==> config.mk <==
export PLATFORM = sky130hd
export DESIGN_NAME = reg_file_mp
export DESIGN_NICKNAME = d
export VERILOG_FILES = /design/src/rtl/reg_file_mp.sv
export SDC_FILE = /design/constraint.sdc
export NUM_CORES = 2
export LEC_CHECK = 0
export ABC_AREA = 0
export CAP_MARGIN = 20
export CELL_PAD_IN_SITES_DETAIL_PLACEMENT = 1
export CELL_PAD_IN_SITES_GLOBAL_PLACEMENT = 2
export CORE_MARGIN = 1
export CORE_UTILIZATION = 42
export DETAILED_ROUTE_END_ITERATION = 6
export PLACE_DENSITY = 0.84
export SLEW_MARGIN = 25
export SYNTH_ARGS = -nofsm -noshare
export SYNTH_HDL_FRONTEND = slang
export SYNTH_SLANG_ARGS = --single-unit
==> constraint.sdc <==
create_clock -name clk -period 2.3 [get_ports clk]
set_input_delay 0.345 -clock clk [delete_from_list [all_inputs] [get_ports clk]]
set_output_delay 0.345 -clock clk [all_outputs]
set_load 0.01 [all_outputs]
==> src/rtl/reg_file_mp.sv <==
// reg_file_mp: parametrised multi-read register file with x0 hardwired to zero.
// Provides write-to-read bypass, a per-register busy scoreboard and a registered debug tap.
module reg_file_mp #(
    parameter int ADDR_WIDTH = 5,
    parameter int DATA_WIDTH = 32,
    parameter int NUM_RD     = 2
) (
    input  logic                         clk,
    input  logic                         rst_n,
    input  logic                         we,
    input  logic [ADDR_WIDTH-1:0]        waddr,
    input  logic [DATA_WIDTH-1:0]        wdata,
    input  logic [NUM_RD*ADDR_WIDTH-1:0] raddr,
    output logic [NUM_RD*DATA_WIDTH-1:0] rdata,
    output logic [NUM_RD-1:0]            rbusy,
    input  logic                         issue_valid,
    input  logic [ADDR_WIDTH-1:0]        issue_rd,
    input  logic                         sb_flush,
    output logic                         any_busy,
    input  logic [ADDR_WIDTH-1:0]        dbg_addr,
    output logic [DATA_WIDTH-1:0]        dbg_data,
    output logic [DATA_WIDTH-1:0]        a0
);

    localparam int NUM_REGS = 2 ** ADDR_WIDTH;

    logic [DATA_WIDTH-1:0] regs_q [NUM_REGS];
    logic [NUM_REGS-1:0]   busy_q;
    logic [NUM_REGS-1:0]   busy_d;
    logic [DATA_WIDTH-1:0] dbg_q;

    logic wr_en;
    logic iss_en;

    // x0 writes and x0 issues are dropped up front
    assign wr_en  = we && (waddr != '0);
    assign iss_en = issue_valid && (issue_rd != '0);

    // Architectural registers; entry 0 stays at its reset value forever
    always_ff @(posedge clk or negedge rst_n) begin
        if (!rst_n) begin
            for (int r = 0; r < NUM_REGS; r++) begin
                regs_q[r] <= '0;
            end
        end else if (wr_en) begin
            regs_q[waddr] <= wdata;
        end
    end

    // Scoreboard next state: clear on writeback, set on issue (set wins), flush beats all
    always_comb begin
        busy_d = busy_q;
        if (wr_en) begin
            busy_d[waddr] = 1'b0;
        end
        if (iss_en) begin
            busy_d[issue_rd] = 1'b1;
        end
        if (sb_flush) begin
            busy_d = '0;
        end
        busy_d[0] = 1'b0;
    end

    // Scoreboard register
    always_ff @(posedge clk or negedge rst_n) begin
        if (!rst_n) begin
            busy_q <= '0;
        end else begin
            busy_q <= busy_d;
        end
    end

    // Debug tap samples the stored value, so a same-cycle write is not visible yet
    always_ff @(posedge clk or negedge rst_n) begin
        if (!rst_n) begin
            dbg_q <= '0;
        end else begin
            dbg_q <= regs_q[dbg_addr];
        end
    end

    // Independent read ports with same-cycle bypass from the writeback bus
    for (genvar i = 0; i < NUM_RD; i++) begin : g_rd
        logic [ADDR_WIDTH-1:0] ra;
        logic                  nz;
        logic                  hit;

        assign ra  = raddr[i*ADDR_WIDTH +: ADDR_WIDTH];
        assign nz  = (ra != '0);
        assign hit = we && (waddr == ra);

        assign rdata[i*DATA_WIDTH +: DATA_WIDTH] =
            !nz ? '0 : (hit ? wdata : regs_q[ra]);

        // A value arriving this cycle is already usable through the bypass
        assign rbusy[i] = busy_q[ra] & ~hit & nz;
    end

    assign any_busy = |busy_q;
    assign dbg_data = dbg_q;
    assign a0       = regs_q[10];

endmodule

==> impl_metrics.tcl <==
set metrics [dict create \
    io_buffers 192 \
    finalSetupViolations 71 \
    ys.flop_type "dfrtp_1" \
    fillCellCount 14680 \
    post-route-cell-area_mm2 0.08823 \
    outcome "finished, violations left" \
    dpl_cell_area_mm2 0.08026 \
    vias 59450 \
    yosysSeqAreaShare 0.4111 \
    rsz0062_at_grt "yes" \
    route.detailed.drc 27 \
    synth.cell_area_mm2 0.06617 \
    drt-initial-drc-count 8607 \
    critical_path_class "reg -> out" \
    grt_first_pass_wirelength_um 465900 \
    core_area_mm2 0.1564 \
    synth_nets 4621 \
    clockRootBuffer "clkbuf_16" \
    fin_skew_ns 0.03787 \
    hpwl_um 201300 \
    io_pins 193 \
    peakVddDrop_mv 0.9166 \
    hold_viol_final 0 \
    synth_warnings 0 \
    die_x_um 398.9 \
    syn_inst 4559 \
    grt_max_degree 85 \
    drive_gt1_frac 0.6581 \
    slew_viol_final 0 \
    worst_pin_slew_ns 1.036 \
    die_h_um 398.9 \
    slew_headroom 0.3092 \
    yosysUniqueCellTypes 57 \
    arrival_ns 3.14 \
    synth-edff-count 0 \
    final_nets 5815 \
    cp_max_fo 4 \
    async_flop_share 1.000 \
    leakagePower_nw 38.83 \
    drt-total-wl_um 349500 \
    initial_utilization 0.4231 \
    critical_path_required_ns 1.96 \
    routedWlPerCell_um 44.11 \
    critPathCaptureType "output pin" \
    clockBufferDepth 3 \
    cap_violations 0 \
    fin_hold_ws_ns 0.08376 \
    synth_top_cell_by_area "dfrtp_1" \
    period_minus_slack_ns 3.482 \
    period_share 1.514 \
    cellPowerDensity_mw_per_mm2 830.0 \
    firstDrtPassIters 7 \
    cts_tree "done" \
    ant_nets 0 \
    grt_pass1_vias 61670 \
    p_total_w 0.07323 \
    antenna_found_initial 33 \
    grt.total_usage 0.4116 \
    fin_tns_setup_ns -46.24 \
    clkSinkCount 1087 \
    hp-class "in -> async" \
    synth.ff_latch_count 1087 \
    synth.most_common_cell "dfrtp_1" \
    vias_per_cell 7.503 \
    clk_pin_slew_ns 0.07 \
    syn_to_final_growth_pct 33.35 \
    fmax_mhz 287.2 \
    yosys-top-cells-count "1,087 x dfrtp_1, 1,051 x mux2_2, 739 x mux4_2" \
    netlist_top_cells_area "dfrtp_1 41%, mux4_2 25%, mux2_2 18%, mux2i_1 3.3%, clkbuf_1 1.6%" \
    synth_top_area_share 0.4111 \
    worstSkewPairLatency_ns 0.84 \
    syn_area_per_cell_um2 14.51 \
    fp-row-count 145 \
    h-tree-depth 4 \
    cts_buffers 131 \
    gp_congestion 0.9316 \
    grt_remaining_overflow 0 \
    dieArea_mm2 0.1591 \
    start_kind "register" \
    violations "design-rule violations, negative setup slack" \
    worst_slack_ns -1.182 \
]
==> routing by layer <==
| metal | global-route usage | up-vias | part of all wire |
|---|---|---|---|
| met5 | 0.002119 | - | 0.00073 |
| met4 | 0.3291 | 38 | 0.11 |
| met3 | 0.1556 | 2536 | 0.14 |
| met2 | 0.6087 | 6122 | 0.43 |
| met1 | 0.4791 | 30320 | 0.32 |
| li1 | - | 20430 | - |
==> worst paths after layout <==
check                                   startpoint  depth (start not counted)  slack (ns)                 endpoint
max in group asynchronous                    rst_n                          4        1.04  regs_q[901]$_DFFE_PN0P_
hold reg to reg            regs_q[998]$_DFFE_PN0P_                          0        0.42  regs_q[998]$_DFFE_PN0P_
min in group clk                       dbg_addr[3]                          3        0.16    dbg_data[0]$_DFF_PN0_
hold / removal                               rst_n                          2        0.08  regs_q[736]$_DFFE_PN0P_
setup reg to reg           regs_q[232]$_DFFE_PN0P_                          6       -0.13    dbg_data[8]$_DFF_PN0_
setup / recovery           regs_q[439]$_DFFE_PN0P_                          6       -1.18                rdata[23]
==> sequential cells by signal (all words and copies together) (netlist names) <==
| signal | count |
|---|---|
| dbg_data | 32 |
| regs_q | 992 |
| a0 | 32 |
| busy_q | 31 |
==> where the power goes <==
part | internal [W] | total [W] | leakage (nW) | switching, W
Sequential | 0.0227 | 0.0265 | 14.0 | 0.00383
Clock | 0.0127 | 0.0224 | 2.16 | 0.00970
Combinational | 0.0132 | 0.0243 | 22.7 | 0.0112
Total | 0.0485 | 0.0732 | 38.8 | 0.0247
==> layout by cell type (no fill, tap or decap), drive strengths merged, types with 17 or more instances in the layout <==
master         count
nand2             76
a21oi             37
nor2b             19
o22ai             40
nor3              31
mux2            1087
nand3             48
o21ai             84
a22o              22
o221ai            17
nor4              22
buf             1523
dfrtp           1087
nor2             129
mux4             739
a211oi            30
a22oi             92
clkdlybuf4s50     92
clkinv            25
a221oi            40
clkbuf           196
mux2i            221
==> area by class of cell <==
| type | count | area [µm²] | share of cell area |
|---|---|---|---|
| Antenna cell | 13 | 32.53 | 0.0003687 |
| Clock buffer | 194 | 3891 | 0.04410 |
| Clock inverter | 38 | 485.5 | 0.005502 |
| Inverter | 8 | 33.78 | 0.0003829 |
| Multi-Input combinational cell | 2890 | 38180 | 0.4327 |
| Sequential cell | 1087 | 27210 | 0.3084 |
| Tap cell | 2058 | 2575 | 0.02918 |
| Timing Repair Buffer | 1635 | 15830 | 0.1794 |
==> metrics by stage <==
| stage | utilization | setup slack [ns] | instances |
|---|---|---|---|
| 3_3_place_gp | 0.5132 | -1.587 | 7463 |
| 5_1_grt | 0.5640 | -1.134 | 7910 |
| 4_1_cts | 0.5566 | -0.8292 | 7859 |
| 3_5_place_dp | 0.5132 | -1.515 | 7463 |
| 6_report | 0.5642 | -1.182 | 7923 |
| 2_1_floorplan | - | -0.02086 | 4559 |
==> cells by family after synthesis <==
family	after synthesis	synth area share
xor gates and xnor gates	10	0.001324
and+or+nand+nor	394	0.02852
buffers and inverters	582	0.04124
muxes	2047	0.4700
AOI/OAI and AO/OA	439	0.04788
DFF	1087	0.4111
==> repair_timing <==
action / in CTS / in global routing
setup endpoints to repair: 71 / 73
hold endpoints to repair: 358 / 0
buffers inserted: 185 / 60
pin swaps: 201 / 117
hold buffers: 1 / 0
gates resized for setup: 617 / 165
gates cloned: 1 / 1
==> worst max-delay path: stages, from the launching register on <==
cell and delay, ns:
dfrtp_1 0.46, mux4_2 0.55, o311ai_4 0.48, buf_4 0.22
o21ai_2 0.12, a32o_2 0.34, buf_6 0.13
Note: power is estimated with default switching activity, not from simulation.
